[config.mk]
export PLATFORM = sky130hd
export DESIGN_NAME = ats21_client_arbiter
export DESIGN_NICKNAME = d
export VERILOG_FILES = /design/src/rtl/ats21_client_arbiter.sv
export SDC_FILE = /design/constraint.sdc
export NUM_CORES = 1
export LEC_CHECK = 0
export CAP_MARGIN = 20
export CORE_MARGIN = 5
export CORE_UTILIZATION = 45
export CTS_CLUSTER_DIAMETER = 50
export CTS_CLUSTER_SIZE = 10
export DETAILED_ROUTE_END_ITERATION = 10
export PLACE_DENSITY = 0.81
export SLEW_MARGIN = 10
export SYNTH_ARGS = -nofsm -noshare
export SYNTH_HDL_FRONTEND = slang
export SYNTH_SLANG_ARGS = --single-unit
[constraint.sdc]
create_clock -name clk -period 2.95 [get_ports clk]
set_input_delay 0.4425 -clock clk [delete_from_list [all_inputs] [get_ports clk]]
set_output_delay 0.4425 -clock clk [all_outputs]
set_load 0.02 [all_outputs]
[src/rtl/ats21_client_arbiter.sv]
// Round-robin sharer of one ATS21 client port: serialises each 32-bit host instruction as two 16-bit beats,
// retries on Nack and returns the final status; one instruction in flight, hosts wait on req_ready.
module ats21_client_arbiter #(
    parameter int NUM_REQ   = 4,
    parameter int RESP_LAT  = 1,
    parameter int MAX_RETRY = 2
) (
    input  logic                   clk,
    input  logic                   reset,
    input  logic [NUM_REQ-1:0]     req_valid,
    input  logic [NUM_REQ*32-1:0]  req_instr,
    output logic [NUM_REQ-1:0]     req_ready,
    output logic [NUM_REQ-1:0]     rsp_valid,
    output logic                   rsp_ack,
    output logic                   ats_req,
    output logic [15:0]            ats_ctrl,
    input  logic                   ats_stat,
    output logic                   busy
);

    localparam int PTR_W = $clog2(NUM_REQ);

    typedef enum logic [2:0] {IDLE, HI, LO, WAIT, DONE, GAP} state_t;

    state_t               state_q, state_d;
    logic [PTR_W-1:0]     rr_ptr_q, rr_ptr_d;
    logic [PTR_W-1:0]     win_q, win_d;
    logic [31:0]          instr_q, instr_d;
    logic                 nop_q, nop_d;
    logic [2:0]           wait_cnt_q, wait_cnt_d;
    logic [2:0]           retry_q, retry_d;
    logic [NUM_REQ-1:0]   req_ready_q, req_ready_d;
    logic [NUM_REQ-1:0]   rsp_valid_q, rsp_valid_d;
    logic                 rsp_ack_q, rsp_ack_d;
    logic                 ats_req_q, ats_req_d;
    logic [15:0]          ats_ctrl_q, ats_ctrl_d;
    logic                 busy_q, busy_d;

    logic                 grant_vld;
    logic [PTR_W-1:0]     grant_idx;
    logic [31:0]          grant_instr;

    // First valid host at or after rr_ptr, wrapping at NUM_REQ.
    always_comb begin : arb
        logic [PTR_W:0]   sum;
        logic [PTR_W-1:0] cand;
        sum       = '0;
        cand      = '0;
        grant_vld = 1'b0;
        grant_idx = '0;
        for (int i = 0; i < NUM_REQ; i++) begin
            sum = {1'b0, rr_ptr_q} + (PTR_W+1)'(i);
            if (sum >= (PTR_W+1)'(NUM_REQ)) begin
                sum = sum - (PTR_W+1)'(NUM_REQ);
            end
            cand = sum[PTR_W-1:0];
            if (!grant_vld && req_valid[cand]) begin
                grant_vld = 1'b1;
                grant_idx = cand;
            end
        end
    end

    assign grant_instr = req_instr[32*grant_idx +: 32];

    always_comb begin
        state_d     = state_q;
        rr_ptr_d    = rr_ptr_q;
        win_d       = win_q;
        instr_d     = instr_q;
        nop_d       = nop_q;
        wait_cnt_d  = wait_cnt_q;
        retry_d     = retry_q;
        req_ready_d = '0;
        rsp_valid_d = '0;
        rsp_ack_d   = 1'b0;
        ats_req_d   = 1'b0;
        ats_ctrl_d  = ats_ctrl_q;
        case (state_q)
            IDLE: begin
                if (grant_vld) begin
                    win_d       = grant_idx;
                    instr_d     = grant_instr;
                    req_ready_d = NUM_REQ'(1) << grant_idx;
                    if (grant_instr[31:29] == 3'b000) begin
                        nop_d   = 1'b1;
                        state_d = DONE;
                    end else begin
                        nop_d      = 1'b0;
                        state_d    = HI;
                        ats_req_d  = 1'b1;
                        ats_ctrl_d = grant_instr[31:16];
                    end
                end
            end
            HI: begin
                state_d    = LO;
                ats_ctrl_d = instr_q[15:0];
            end
            LO: begin
                state_d    = WAIT;
                wait_cnt_d = 3'(RESP_LAT);
            end
            WAIT: begin
                wait_cnt_d = wait_cnt_q - 3'd1;
                if (wait_cnt_q <= 3'd1) begin
                    if (ats_stat || retry_q >= 3'(MAX_RETRY)) begin
                        state_d     = DONE;
                        rsp_valid_d = NUM_REQ'(1) << win_q;
                        rsp_ack_d   = ats_stat;
                    end else begin
                        retry_d = retry_q + 3'd1;
                        state_d = GAP;
                    end
                end
            end
            DONE: begin
                // A nop reaches DONE straight from IDLE, so its response goes out on the way to GAP.
                if (nop_q) begin
                    rsp_valid_d = NUM_REQ'(1) << win_q;
                    rsp_ack_d   = 1'b1;
                end
                rr_ptr_d = (win_q == PTR_W'(NUM_REQ-1)) ? '0 : win_q + PTR_W'(1);
                retry_d  = '0;
                state_d  = GAP;
            end
            GAP: begin
                // Non-zero retry count here means we came from a Nack, not from DONE.
                if (retry_q != 3'd0) begin
                    state_d    = HI;
                    ats_req_d  = 1'b1;
                    ats_ctrl_d = instr_q[31:16];
                end else begin
                    state_d = IDLE;
                end
            end
            default: state_d = IDLE;
        endcase
        busy_d = (state_d != IDLE);
    end

    always_ff @(posedge clk or negedge reset) begin
        if (!reset) begin
            state_q     <= IDLE;
            rr_ptr_q    <= '0;
            win_q       <= '0;
            instr_q     <= '0;
            nop_q       <= 1'b0;
            wait_cnt_q  <= '0;
            retry_q     <= '0;
            req_ready_q <= '0;
            rsp_valid_q <= '0;
            rsp_ack_q   <= 1'b0;
            ats_req_q   <= 1'b0;
            ats_ctrl_q  <= 16'h0000;
            busy_q      <= 1'b0;
        end else begin
            state_q     <= state_d;
            rr_ptr_q    <= rr_ptr_d;
            win_q       <= win_d;
            instr_q     <= instr_d;
            nop_q       <= nop_d;
            wait_cnt_q  <= wait_cnt_d;
            retry_q     <= retry_d;
            req_ready_q <= req_ready_d;
            rsp_valid_q <= rsp_valid_d;
            rsp_ack_q   <= rsp_ack_d;
            ats_req_q   <= ats_req_d;
            ats_ctrl_q  <= ats_ctrl_d;
            busy_q      <= busy_d;
        end
    end

    assign req_ready = req_ready_q;
    assign rsp_valid = rsp_valid_q;
    assign rsp_ack   = rsp_ack_q;
    assign ats_req   = ats_req_q;
    assign ats_ctrl  = ats_ctrl_q;
    assign busy      = busy_q;

endmodule

Yosys cells after proc, flatten, opt, wreduce, memory -nomap -nowiden. Cells that the tools add are included.

Input bits: 135. Memories kept: 0. Register bits: 73. Logic and storage cells: 114. Output and inout port bits: 27. Memory bits (writable): 0. Memory bits (read-only): 0. Bits in latches: 0.

Divide/modulo/power cells: 0. $lt $le $gt $ge: 10. Shift-type cells: 3. Reductions and logical operators: 17. Add/subtract/negate cells: 10. Bitwise gates (word level): 0. $mul: 0. Eq/ne operators: 11. Multiplexer cells: 50.

Operators with widths (number): $shiftx A128 B8 Y32 (1); $mux W16 (3); $pmux W16 S3 (1); $mux W4 (5); $mux W2 (9); $pmux W3 S6 (1); $mux W1 (17); $mux W3 (5); $lt A2 B3 Y1 const B (4); $pmux W3 S2 (2); $ne A2 B2 Y1 const B (5); $ge A3 B3 Y1 const B (3); $reduce_bool A3 Y1 (3); $bmux W1 S2 (4); $pmux W4 S2 (1); $shl A1 B2 Y4 const A (2); $sub A2 B1 Y2 const B (4); $add A2 B2 Y3 const B (2); $eq A3 B2 Y1 const B (2); $eq A3 B3 Y1 const B (2); $logic_not A3 Y1 (2); $pmux W1 S2 (2); $reduce_and A4 Y1 (1); $reduce_bool A2 Y1 (2); other kinds (14) (18).

Longest topological paths before layout.
Word-level depth: 20. Depth in mapped cells: 10. Depth with buffers taken out: 8.

Worst setup path after synthesis. No wires, ideal clock.

Path type: input to register. From: in req_valid[0]. To: reg ats_ctrl_q[13], in the netlist ats_ctrl[13]. Library setup time: 125 ps. Arrival: 2330 ps. Buffers on the path: 2. Cell stages on the path: 8. Setup slack: 494 ps. Cells stage by stage: and2_1 o221ai_1 nand2_1 mux2i_1 o41a_1 buf_6 buf_6 mux2_4.

Cells in the longest elaborated chain, start to end: 16. Elaborated cells on any way between the ends: 30. Those cells by class: 2 x eq/ne; 1 x shift; 19 x mux; 8 x reduce/logical.

RTL lines: from (decl) (line 10) `input logic [NUM_REQ-1:0] req_valid,`; $bmux W1 S2 (line 57) `if (!grant_vld && req_valid[cand]) begin`; $mux W1 (not written as such) (line 57); $mux W1 (line 57); $logic_not A1 Y1 (line 57); $logic_and A1 B1 Y1 (line 57); $mux W1 (line 57); $logic_not A1 Y1 (line 57); $logic_and A1 B1 Y1 (line 57); $mux W1 (line 57); $logic_not A1 Y1 (line 57); $logic_and A1 B1 Y1 (line 57); $mux W2 (line 57); $shiftx A128 B8 Y32 (line 64) `assign grant_instr = req_instr[32*grant_idx +: 32];`; $logic_not A3 Y1 or $mux W16 (tied branches) (line 85) `if (grant_instr[31:29] == 3'b000) begin`; $ne A2 B2 Y1 (no line) or $mux W16 (tied branches); $reduce_and A4 Y1 (no line) or $pmux W16 S3 (tied branches); to (signal assigned) (line 169) `ats_ctrl_q <= ats_ctrl_d;`; to (decl) (line 36) `logic [15:0] ats_ctrl_q, ats_ctrl_d;`.

Several ways; a longest one is shown, not always the timed one. The select of a mux whose other input is x is not followed. A chain may end at the register's enable or synchronous reset.

Final worst setup path.
From: in req_valid[1]. To: reg ats_ctrl_q[6], in the netlist ats_ctrl[6].

Same word-level chain as after synthesis.

==> results by group <==
Pwr
  • Reg power frac: 0.311
  • Internal Power: around 0.0033 W
  • Max VDD drop: 0.0004299 V
  • Sw Pwr: 0.002352 W
  • Sw Share: 0.4134
  • Pwr per Cell Area: between 800 and 900 nW/um^2
  • Combinational share of power: 0.561
  • Leak: 2.953 nW
  • Clock power share: 0.129

Die
  • DIE WIDTH: 109.0 um
  • Total die area: roughly 12000 um^2
  • Starting Density: 0.4558
  • Row count: 36
  • Ports: 162
  • Core Area: 9684 um^2
  • Chip Height: 109.0 um

Yosys
  • Yosys warnings: 0
  • Top FF cell, synth: dfrtp_1
  • Synthesized Nets: 626
  • Register area share after synthesis: 0.4138
  • Ranking of synthesized cells by area: dfrtp_1 41%, mux2i_1 10%, nand2_1 8.8%, and3_1 5.7%, a211oi_1 4.4%
  • Synth Cell Area: ~4400 um^2
  • Post-synthesis register bit count: 73
  • Number of flops mapped to enable cells by yosys: 0
  • Mean Syn Cell Area: 9.158 um^2
  • Post-synth cell types: 41
  • Synth area leader: dfrtp_1
  • Synth top area share: 0.4138
  • Post-synth ARST share: 1.000
  • Synth Instances: 482

Global route
  • Busiest grt layer: met2
  • Met3 usage: 0.03612
  • First-pass GRT wire length: 20530 um
  • Largest net degree at the start of global routing: 74
  • Residual overflow from global routing: 0
  • Initial antenna violation count: 0
  • Grt met2 use: 0.3750
  • Met1 usage: 0.2863
  • Gr usage total: 0.2195
  • Vias in the first global route: 4239

Setup path
  • Setup crit start: req_valid[1]
  • CP required: about 3.2 ns
  • R2r setup slk: 0.41 ns
  • Register-to-Register Path Depth: 7
  • Critical Path AT: between 2 and 3 ns
  • Kind of critical path: primary input to flip-flop
  • CP max stage cell: clkdlybuf4s50_1
  • CP endpoint: ats_ctrl[6]
  • CP most frequent cell: mux2i_1
  • CP Cell Sequence: clkdlybuf4s50_1 -> a21bo_2 -> a221o_2 -> mux2i_1 -> mux2i_1 -> o41a_1 -> buf_4 -> mux2_4
  • CP Capture Type: flip-flop
  • RR Startpoint: rr_ptr_q[1]
  • Critical Path Start Type: primary input
  • Maximum fanout along the worst path: 9
  • CP peak stage delay: 0.51 ns
  • Reg-to-reg critical path endpoint: ats_ctrl[6]

Clock tree
  • Htree depth: 3
  • Maximum clock insertion buffer count: 2
  • Clock Sinks: 73
  • Worst skew pair latency: between 0.3 and 0.4 ns
  • Hold_buf cts: 0
  • Postcts setup bufs: 0
  • CTS resizes: 0
  • Number of buffers created by CTS: 9
  • Clk slew on worst S/H paths: 0.08 ns
  • Root buffer cell: clkbuf_8
  • TritonCTS clock tree: built

Placed design
  • Place WS: -0.1116 ns
  • Final GP Congestion: between 0.8 and 0.9
  • IO Port Bufs: 161
  • Dpl hpwl: about 9900 um

Drt
  • Routed Antenna Nets: 0
  • DRC violations left: 0
  • DRT iter0 DRCs: 216
  • Vias post-DR: 4123
  • WL/cell: around 16 um
  • Drt pass-1 iters: 4
  • Via/cell ratio: approximately 5.3
  • Final WL: about 13000 um

Timing
  • Final period util: 0.9171
  • Achievable Freq: 0.3696 GHz
  • Final WS setup: between 0.2 and 0.25 ns
  • Worst slew pin tran: 0.8882 ns
  • Clock Skew: 0.009839 ns
  • RSZ-0062 raised after global routing: no
  • Slew HR: 0.4078
  • Setup_tns: 0 ns
  • Crit path time final: 2.705 ns
  • Final Hold Vio Count: 0
  • Max Slew Vio Count: 0
  • Final number of setup-violating endpoints: 0

Layout
  • Synthesis-to-layout area growth: 46.00%
  • Post-layout net count: 790
  • Layout cells sized above 1: 0.09985
  • Ant diodes: 0

Flow run
  • Max cap viols: 0

Min path
  • Worst min path class: primary input to asynchronous set/reset pin

Status
  • Status: finished, final reports clean
area by class of cell:
class                      instances  area (um^2)
clock buffer                       9        123.9
clock inverter                     7        62.56
fill                             806         3239
inverter                          17        63.81
multi-input combinational        359         2380
sequential                        73         1827
tap                              133        166.4
timing repair buffer             186         1822
metrics by stage:
stage | utilization | hold slack, ns | power [W] | cell area, um^2 | std cells
2_1_floorplan | - | 0.1469 | 0.003827 | 4414 | 482
3_3_place_gp | 0.6463 | 0.4583 | 0.004854 | 6259 | 768
3_5_place_dp | 0.6463 | 0.4631 | 0.004969 | 6259 | 768
4_1_cts | 0.6655 | 0.2444 | 0.005715 | 6445 | 784
5_1_grt | 0.6655 | 0.2920 | 0.006142 | 6445 | 784
6_report | 0.6655 | 0.2180 | 0.005690 | 6445 | 784
logic make-up after synthesis:
family,count (synthesis),share of synthesized area
flip-flops,73,0.4138
AO/OA/AOI/OAI,97,0.1576
adder cells (fa/ha/maj),9,0.02551
multiplexers,65,0.1553
AND/OR/NAND/NOR,188,0.1995
buffers and inverters,50,0.04819
Yosys cell counts, types with 8 or more instances:
| cell type | instances |
|---|---|
| a21o_1 | 8 |
| clkbuf_1 | 26 |
| nand2_1 | 104 |
| dfrtp_1 | 73 |
| and3_1 | 40 |
| ha_1 | 9 |
| mux2i_1 | 46 |
| mux2_2 | 16 |
| o31ai_1 | 17 |
| a211oi_1 | 26 |
| o21ai_0 | 15 |
| a221oi_1 | 8 |
| nor2b_1 | 18 |
| nor2_1 | 12 |
| inv_1 | 17 |
worst min path at each step:
stage | depth (start not counted) | slack (ns) | to
2_1_floorplan | 0 | 0.15 | ats_ctrl[0]
3_3_place_gp | 2 | 0.46 | instr_q[6]
3_5_place_dp | 2 | 0.46 | instr_q[2]
4_1_cts | 1 | 0.24 | retry_q[1]
5_1_grt | 1 | 0.29 | ats_ctrl[14]
6_report | 1 | 0.22 | ats_ctrl[14]
per-layer routing:
metal	share of wire	up-vias
met5	0	-
met4	0.0096	0
met3	0.058	7
met2	0.51	135
met1	0.42	1942
li1	-	2039
state kept, by name, summed over array words and instances (netlist names):
register	flops
instr_q	32
rsp_ack	1
busy	1
wait_cnt_q	3
rr_ptr_q	2
rsp_valid	4
ats_ctrl	16
ats_req	1
state_q	3
retry_q	3
req_ready	4
nop_q	1
win_q	2
cells in the final DEF (no fill, tap or decap), types with 15 or more instances in the layout:
cell	Yosys	routed
clkdlybuf4s50_1	0	160
nand2_1	104	104
dfrtp_1	73	73
mux2i_1	46	46
and3_1	40	40
a211oi_1	26	26
buf_4	0	24
nor2b_1	18	18
inv_1	17	17
o31ai_1	17	17
mux2_2	16	16
o21ai_0	15	15
power by group through the flow:
stage | logic, W | clock network (W) | registers [W]
finish | 0.00319 | 0.000732 | 0.00177
global placement | 0.00310 | 0 | 0.00176
detailed placement | 0.00319 | 0 | 0.00178
CTS | 0.00320 | 0.000748 | 0.00177
global route | 0.00352 | 0.000799 | 0.00182
floorplan | 0.00197 | 0 | 0.00186
worst max-delay path, delay by kind of cell:
family | cells | cell delay [ns]
compound gates | 3 | 1.11
buf+inv | 2 | 0.71
mux | 3 | 0.65
Power figures use the tool's default switching activity.
==> RTL change, RTL diff (same settings) <==
The 6 states of `state_t` get a one-hot encoding in 6 bits.
--- a/src/rtl/ats21_client_arbiter.sv
+++ b/src/rtl/ats21_client_arbiter.sv
@@ -20,7 +20,7 @@
 
     localparam int PTR_W = $clog2(NUM_REQ);
 
-    typedef enum logic [2:0] {IDLE, HI, LO, WAIT, DONE, GAP} state_t;
+    typedef enum logic [5:0] {IDLE = 6'b000001, HI = 6'b000010, LO = 6'b000100, WAIT = 6'b001000, DONE = 6'b010000, GAP = 6'b100000} state_t;
 
     state_t               state_q, state_d;
     logic [PTR_W-1:0]     rr_ptr_q, rr_ptr_d;
Function: same outputs for any inputs over 4 cycles, from zero or initial values and one cycle with reset low; so few cycles prove little.
==> RTL change against the unedited design <==
Clock skew down 0.0022 ns. Utilization grew 0.55 points. Combinational power increased by 6.9%. Worst setup slack got worse by 0.049 ns. Area after synthesis up 3.3%. Power grew 6.6%. Wire length rose by 4.2%. Cell area up 2.2%. Sequential cell count grew 3. Fmax down 1.8%. Sequential share of layout area up 0.54 points. Register-to-register slack got worse by 0.11 ns. Largest power group unchanged.
==> RTL change: results <==
set metrics [dict create \
    ir_drop_v 0.000497 \
    clk_share 0.0308 \
    post-place-ws_ns -0.151 \
    clkbuf_count 14 \
    final_core_util 0.671 \
    n_all_inverters 10 \
    rrSetupSlack_ns 0.30 \
    syn-num-nets 594 \
    status "finished clean" \
    dpl.cell_count 728 \
    drive_gt1_frac 0.123 \
    area_share_nonclk_buffers 0.272 \
    grt_use_met1 0.277 \
    met2_usage 0.363 \
    yosysUniqueCellTypes 45 \
    crit_slowest_cell "or3b_2" \
    wl_um 13200 \
    path_max_fanout 16 \
    grt_pass1_wl_um 21600 \
    synth_common_cells "75 x dfrtp_1, 65 x nand2_1, 43 x mux2i_1" \
    multi_input_area_share 0.377 \
    grt_max_degree 77 \
    critical-path-max-stage-delay_ns 0.49 \
    p_leak_nw 2.92 \
    seq_area_frac 0.289 \
]
## RTL change: cell count changes after synthesis, sizes merged, moves of 9 or more
cell / change
o221ai: +16
and3: -38
a21o: +9
a311oi: +16
a211oi: -10
mux2: +14
o31ai: -16
nand2: -39
nor2b: -16
and2: +21
a22oi: +17
## RTL change: cells by family after synthesis
kind of cell | Yosys count | synth area share
buffers and inverters | 44 | 0.0423
multiplexers | 76 | 0.184
flip-flops | 76 | 0.417
AND/OR/NAND/NOR | 121 | 0.128
adder cells (fa/ha/maj) | 9 | 0.0247
AO/OA/AOI/OAI | 121 | 0.198
XOR/XNOR | 3 | 0.00576
## RTL change: routing by layer
metal	up-vias	wire length [um]
met5	-	0
met1	1977	5670
met2	130	6540
li1	1976	-
met4	0	270
met3	16	719
## RTL change: power breakdown
group | total (W) | internal (W) | switching (W)
Sequential | 0.00185 | 0.00152 | 0.000333
Clock | 0.000804 | 0.000457 | 0.000347
Combinational | 0.00341 | 0.00173 | 0.00168
Total | 0.00606 | 0.00371 | 0.00236
